<file path="config.mk">
export PLATFORM = sky130hd
export DESIGN_NAME = fetch_sequencer
export DESIGN_NICKNAME = d
export VERILOG_FILES = /design/src/rtl/fetch_sequencer.sv
export SDC_FILE = /design/constraint.sdc
export NUM_CORES = 1
export LEC_CHECK = 0
export CAP_MARGIN = 5
export CORE_MARGIN = 5
export CORE_UTILIZATION = 44
export DETAILED_ROUTE_END_ITERATION = 12
export HOLD_SLACK_MARGIN = 0.02
export PLACE_DENSITY = 0.78
export SETUP_SLACK_MARGIN = 0.1
export SYNTH_ARGS = -nofsm -noshare
export SYNTH_HDL_FRONTEND = slang
export SYNTH_SLANG_ARGS = --single-unit
</file>
<file path="constraint.sdc">
create_clock -name clk -period 2.16 [get_ports clk]
set_clock_uncertainty 0.2 [all_clocks]
set_input_delay 0.432 -clock clk [delete_from_list [all_inputs] [get_ports clk]]
set_output_delay 0.432 -clock clk [all_outputs]
set_load 0.05 [all_outputs]
</file>
<file path="src/rtl/fetch_sequencer.sv">
// Instruction fetch controller: owns the fetch PC, drives the imem read handshake,
// presents words to decode, and handles branch redirect/squash and halt/resume.
module fetch_sequencer #(
    parameter logic [15:0] RESET_VECTOR = 16'h0000
) (
    input  logic        clk,
    input  logic        rst_n,
    output logic        imem_req,
    output logic [15:0] imem_addr,
    input  logic        imem_ack,
    input  logic [15:0] imem_data,
    output logic [15:0] instr,
    output logic        instr_valid,
    input  logic        instr_ready,
    output logic [15:0] pc,
    input  logic        br_valid,
    input  logic [15:0] br_cond,
    input  logic [15:0] br_target,
    input  logic        halt,
    output logic        halted
);

    typedef enum logic [1:0] {IDLE, FETCH, HOLD, HALTED} state_t;

    state_t      state, state_nxt;
    logic [15:0] fetch_addr, fetch_nxt, addr_nxt, instr_nxt, pc_nxt;
    logic        squash, squash_nxt;
    logic        taken;

    assign taken = br_valid && (br_cond != 16'h0000);

    always_ff @(posedge clk or negedge rst_n) begin
        if (!rst_n) state <= IDLE;
        else        state <= state_nxt;
    end

    // Handshake outputs are flopped from the next state so nothing input-driven reaches a port.
    always_ff @(posedge clk or negedge rst_n) begin
        if (!rst_n) begin
            fetch_addr  <= RESET_VECTOR;
            imem_addr   <= RESET_VECTOR;
            pc          <= RESET_VECTOR;
            instr       <= 16'h0000;
            squash      <= 1'b0;
            imem_req    <= 1'b0;
            instr_valid <= 1'b0;
            halted      <= 1'b0;
        end else begin
            fetch_addr  <= fetch_nxt;
            imem_addr   <= addr_nxt;
            pc          <= pc_nxt;
            instr       <= instr_nxt;
            squash      <= squash_nxt;
            imem_req    <= (state_nxt == FETCH);
            instr_valid <= (state_nxt == HOLD);
            halted      <= (state_nxt == HALTED);
        end
    end

    always_comb begin
        state_nxt  = state;
        fetch_nxt  = fetch_addr;
        addr_nxt   = imem_addr;
        instr_nxt  = instr;
        pc_nxt     = pc;
        squash_nxt = squash;
        case (state)
            IDLE: begin
                if (halt) begin
                    state_nxt = HALTED;
                end else begin
                    state_nxt = FETCH;
                    addr_nxt  = fetch_addr;
                end
            end
            FETCH: begin
                if (imem_ack) begin
                    if (squash || taken) begin
                        // Wrong-path word: drop it and reissue at the redirect address.
                        squash_nxt = 1'b0;
                        fetch_nxt  = taken ? br_target : fetch_addr;
                        addr_nxt   = fetch_nxt;
                    end else begin
                        instr_nxt = imem_data;
                        pc_nxt    = imem_addr;
                        fetch_nxt = imem_addr + 16'd1;
                        state_nxt = HOLD;
                    end
                end else if (taken) begin
                    fetch_nxt  = br_target;
                    squash_nxt = 1'b1;
                end
            end
            HOLD: begin
                if (taken) begin
                    fetch_nxt = br_target;
                    addr_nxt  = br_target;
                    state_nxt = FETCH;
                end else if (instr_ready) begin
                    if (halt) begin
                        state_nxt = HALTED;
                    end else begin
                        state_nxt = FETCH;
                        addr_nxt  = fetch_addr;
                    end
                end
            end
            HALTED: begin
                if (taken) fetch_nxt = br_target;
                if (!halt) begin
                    state_nxt = FETCH;
                    addr_nxt  = fetch_nxt;
                end
            end
            default: state_nxt = IDLE;
        endcase
    end

endmodule

</file>
**After elaboration in Yosys (flattened, before gate mapping)**

Index checks and enable logic that the tools add are counted.

- Bits in registers: 70
- Output and inout port bits: 51

- Add/subtract/negate cells: 1
- Equal/unequal tests: 11
- Mux-type cells: 21
- Bitwise gates (word level): 1
- Reductions and logical operators: 10

Operators with widths:

| cell | number |
|---|---|
| $mux 16 | 9 |
| $pmux 16 s4 | 1 |
| $pmux 16 s2 | 1 |
| $add 16x1->16 const B | 1 |
| $reduce_bool 16->1 | 1 |
| $mux 2 | 6 |
| $eq 2x2->1 const B | 4 |
| $pmux 2 s4 | 1 |
| $ne 2x2->1 const B | 3 |
| $reduce_and 3->1 | 2 |
| $eq 2x1->1 const B | 2 |
| $reduce_and 4->1 | 1 |
| $reduce_bool 2->1 | 2 |
| $mux 1 | 3 |
| $ne 3x3->1 const B | 1 |
| $logic_not 2->1 | 1 |
| $ne 2x1->1 const B | 1 |
| $reduce_or 2->1 | 1 |
| $logic_and 1x1->1 | 1 |
| $logic_or 1x1->1 | 1 |
| $not 1->1 | 1 |

**Longest topological paths before layout**

Gate-level depths: netlist of run 1.

- Depth in word-level cells: 7
- Mapped depth: 8

**Worst setup path before layout of run 1**

No wires, ideal clock.

- Path type: in2reg
- Start point: in br_cond[2]
- End point: reg imem_addr[11]
- Setup time: 0.129 ns
- Arrival time: 2.308 ns
- Path slack: -0.477 ns
- Cell stages on the path: 7
- Path through: or4_1 o41a_1 buf_6 buf_12 mux2_4 a222oi_1 o2bb2ai_1

- Cells in the longest elaborated chain, start to end: 6
- Elaborated cells on any way between the ends: 12

Ends and longest elaborated chain:

| element | RTL line | RTL |
|---|---|---|
| from (decl) | 17 | `input logic [15:0] br_cond,` |
| $reduce_bool 16->1 (*) | 30 | `assign taken = br_valid && (br_cond != 16'h0000);` |
| $logic_and 1x1->1 (*) | 30 |  |
| $mux 16 | - |  |
| $mux 16 | 78 | `if (squash \|\| taken) begin` |
| $mux 16 | 77 | `if (imem_ack) begin` |
| $pmux 16 s4 | 67 | `case (state)` |
| to (signal assigned) | 50 | `imem_addr <= addr_nxt;` |
| to (decl) | 9 | `output logic [15:0] imem_addr,` |

Mark *: on every way between the ends. The rest lies on a longest branch, timed or not. The select of a mux whose other input is x is not followed.
A chain may end at the register's enable or synchronous reset.

**Worst setup path in the final report of run 1**

- Start point: in br_cond[14]
- End point: reg imem_addr[6]

Same word-level chain as after synthesis.

==> results of run 1 <==
-- per-stage QoR --
step	util, %	hold WS [ns]	power, W	instances	TNS (ns)
3_3_place_gp	63.8	0.256	0.00683	587	-57.17
4_1_cts	71.6	0.273	0.00835	621	-12.93
6_report	73.5	0.271	0.00859	622	-16.68
2_1_floorplan	-	-0.0636	0.00532	363	-24.46
5_1_grt	73.5	0.310	0.00898	622	-19.84
3_5_place_dp	63.8	0.259	0.00695	587	-60.02
-- state kept, by name, summed over array words and instances (netlist names) --
register / count
fetch_addr: 16
halted: 1
imem_addr: 16
imem_req: 1
instr: 16
instr_valid: 1
pc: 16
squash: 1
state: 2
-- worst max-delay path: cells and delay by family --
family / cells / cell delay (ns)
AOI/OAI and AO/OA: 3 / 1.00
buffers and inverters: 2 / 0.30
muxes: 1 / 0.27
and+or+nand+nor: 1 / 0.53
-- logic make-up (layout without fill, tap and decap cells) --
| kind of cell | after synthesis | count (layout) | synth area share (%) |
|---|---|---|---|
| fa+ha+maj | 1 | 1 | 0.353 |
| flops | 70 | 70 | 49.4 |
| xor+xnor | 12 | 12 | 2.97 |
| simple gates | 150 | 150 | 19.2 |
| mux | 17 | 17 | 6.21 |
| compound gates | 80 | 80 | 17.3 |
| buf+inv | 33 | 190 | 4.55 |
-- routing by layer --
layer | global-route usage [%] | wire, um | share of wire, % | up-vias
met4 | 12.5 | 245 | 2.0 | 0
li1 | - | - | - | 1614
met2 | 40.3 | 6380 | 51 | 170
met5 | 0 | 0 | 0 | -
met3 | 4.07 | 764 | 6.2 | 25
met1 | 31.6 | 5030 | 40 | 1806
-- report_power, final --
group	switching (W)	total [W]	internal, W
Sequential	0.000596	0.00250	0.00190
Clock	0.000566	0.00123	0.000661
Combinational	0.00311	0.00487	0.00176
Total	0.00427	0.00859	0.00432
-- cell usage after synthesis, types with 2 or more instances --
library cell,instances,area [um2]
a21oi_1,18,90.1
a221oi_1,5,43.8
a222oi_1,11,110
a22oi_1,2,15.0
and2_1,5,31.3
and3_1,6,37.5
and4_1,3,26.3
buf_2,11,55.1
clkbuf_1,8,30.0
dfrtp_1,70,1750
inv_1,12,45.0
mux2_2,8,90.1
mux2_4,8,120
nand2_1,106,398
nand3_1,5,25.0
nand4_1,2,12.5
nor2_1,6,22.5
nor2b_1,2,12.5
nor3_1,2,10.0
nor4_1,6,37.5
o21ai_0,3,15.0
o22ai_1,15,93.8
o2bb2ai_1,15,131
or4_1,2,15.0
or4_4,2,22.5
xnor2_1,6,52.6
xor2_1,6,52.6
-- repair_timing --
| action | 4_1_cts | 5_1_grt |
|---|---|---|
| hold endpoints to repair | 70 | 0 |
| setup buffers | 10 | 4 |
| resized for setup | 138 | 57 |
| cloned | 7 | 1 |
| hold buffers | 1 | 0 |
| pin swaps | 36 | 50 |
| setup endpoints to repair | 98 | 68 |
-- area by class of cell --
class / instances / area (um2) / area share [%]
well taps: 102 / 128 / 2.24
inverters: 12 / 45.0 / 0.789
repair buffers: 162 / 1570 / 27.5
multi-input cells: 260 / 1990 / 34.9
clock inverters: 6 / 93.8 / 1.64
clock buffers: 10 / 128 / 2.24
flip-flops and latches: 70 / 1750 / 30.7
-- worst min-delay path by stage --
stage          slack (ns)       endpoint       from  cells after the start
6_report             0.27       instr[8]   instr[8]                      2
5_1_grt              0.31      instr[10]  instr[10]                      2
4_1_cts              0.27         pc[12]     pc[12]                      2
3_5_place_dp         0.26          pc[0]      pc[0]                      2
3_3_place_gp         0.26       instr[8]   instr[8]                      2
2_1_floorplan       -0.06  fetch_addr[0]      rst_n                      0
-- cell usage in the layout (no fill, tap or decap), types with 4 or more instances in the layout --
cell type,netlist,final
buf_6,1,17
mux2_4,8,11
a21oi_1,18,6
nand2_2,0,37
buf_12,1,6
nor2_1,6,5
mux2_2,8,5
and3_1,6,6
and2_1,5,5
o22ai_1,15,14
buf_4,0,50
xor2_1,6,6
inv_1,12,12
a222oi_1,11,11
a21oi_2,1,10
nor4_1,6,4
nand2_4,0,10
xnor2_1,6,6
o2bb2ai_1,15,15
clkdlybuf4s15_1,0,4
nand3_1,5,5
clkbuf_8,0,9
a221oi_2,0,4
clkdlybuf4s50_1,0,36
dlygate4sd2_1,0,29
or4_4,2,4
buf_2,11,9
nand2_1,106,59
dfrtp_1,70,70
buf_8,0,6
==> summary.txt, run 1 <==
Routing
  • DRC Markers: 0
  • Routed Antenna Nets: 0
  • Vias/cell: 5.81
  • WL per Instance: 20.0 um
  • DR pass1 iterations: 5
  • WL final: 12400 um
  • DR vias: 3615
  • Initial DRC count: 282

Worst setup path
  • Most used cell, CP: buf_6
  • CP endpoint: imem_addr[6]
  • Worst r2r src: imem_addr[0]
  • Worst endpoint required time: 2.20 ns
  • Crit-path slowest cell: o41a_1
  • CP endpoint kind: flip-flop
  • Crit-path max FO: 8
  • CP Launch Type: input pin
  • Worst setup path startpoint: br_cond[14]
  • Reg-to-Reg End: fetch_addr[10]
  • CP max stage delay: 0.58 ns
  • R2R Setup Slk: -0.05 ns
  • Crit-path cells: buf_6 -> or4_4 -> o41a_1 -> buf_6 -> mux2_2 -> a221oi_2 -> o2bb2ai_1
  • Worst Setup Path Type: in2reg
  • Depth of the worst register-to-register path: 6
  • Critical Path AT: 2.53 ns

Yosys
  • Syn Inst Count: 363
  • Number of flops mapped to enable cells by yosys: 0
  • Syn Area/Cell: 9.76 um2
  • Yosys reg bits: 70
  • Syn Nets: 418
  • Dominant synthesized flop cell: dfrtp_1
  • Distinct cells, synth: 45
  • Post-synth ARST share: 100%
  • Sequential share of the synthesized area: 49.4%
  • Yosys warning count: 0
  • Post-Syn Area: 3540 um2

Die
  • IO Count: 105
  • Die X: 99.8 um
  • Die Ht: 99.8 um
  • Row count: 32
  • Initial core utilization: 45.6%
  • Core box area: 7770 um2
  • Die ar.: 9950 um2

Clock network
  • Clock root cell: clkbuf_8
  • CTS tree: built
  • Htree depth: 3
  • Max clock buf depth: 2
  • Clk_lat worst skew: 0.37 ns
  • Cts bufs inserted: 9
  • Clock Sinks: 70
  • Clock-pin slew on the worst setup and hold paths: 0.08 ns

STA
  • Final Slew Violations: 0
  • RSZ-0062 raised after global routing: true
  • Fin. Hold Viols: 0
  • Final Cycle Share: 115%
  • Slack of the critical path: -0.329 ns
  • Fmax achieved: 0.402 GHz
  • Final setup viols: 68
  • Max-slew headroom: 66.0%
  • Slew @ Worst Pin: 0.513 ns
  • Final period demand of the worst path: 2.49 ns

Finish
  • Filler cells: 545
  • Area growth syn-to-layout: 61.0%
  • Diode count: 0
  • Share of layout cells above drive strength 1: 39.2%
  • Design area: 5710 um2
  • Nets@finish: 570

Hold path
  • Hold Crit Class: reg2reg

Global route
  • Gr usage total: 24.7%
  • Vias in the first global route: 3779
  • Largest net degree at the start of global routing: 71
  • GR Overflow Total: 0
  • Antenna violations before repair: 0
  • First-pass GRT wire length: 19300 um

Power and ir drop
  • Maximum vdd drop: 1.07 mV
  • PD cells: 1510 nW/um2
  • Leakage power: 2.70 nW

Placed design
  • Post-Place Cell Area: 4950 um2
  • DPL Wire Length: 7480 um
  • Pre-CTS setup slack: -0.981 ns
  • RD Place Congestion: 0.852
  • I/O Buffers: 104

Run status
  • Failing checks: negative setup slack
  • Status: finished with violations

Run
  • Max-cap check violation count: 0
(Power assumes the default switching activity.)
==> run 2, diff against run 1 <==
--- a/config.mk
+++ b/config.mk
@@ -12,6 +12,7 @@
 export HOLD_SLACK_MARGIN = 0.02
 export PLACE_DENSITY = 0.78
 export SETUP_SLACK_MARGIN = 0.1
+export SLEW_MARGIN = 20
 export SYNTH_ARGS = -nofsm -noshare
 export SYNTH_HDL_FRONTEND = slang
 export SYNTH_SLANG_ARGS = --single-unit
==> results of run 2 <==
Same layout as run 1: the final DEF is identical, and so are final timing and power.
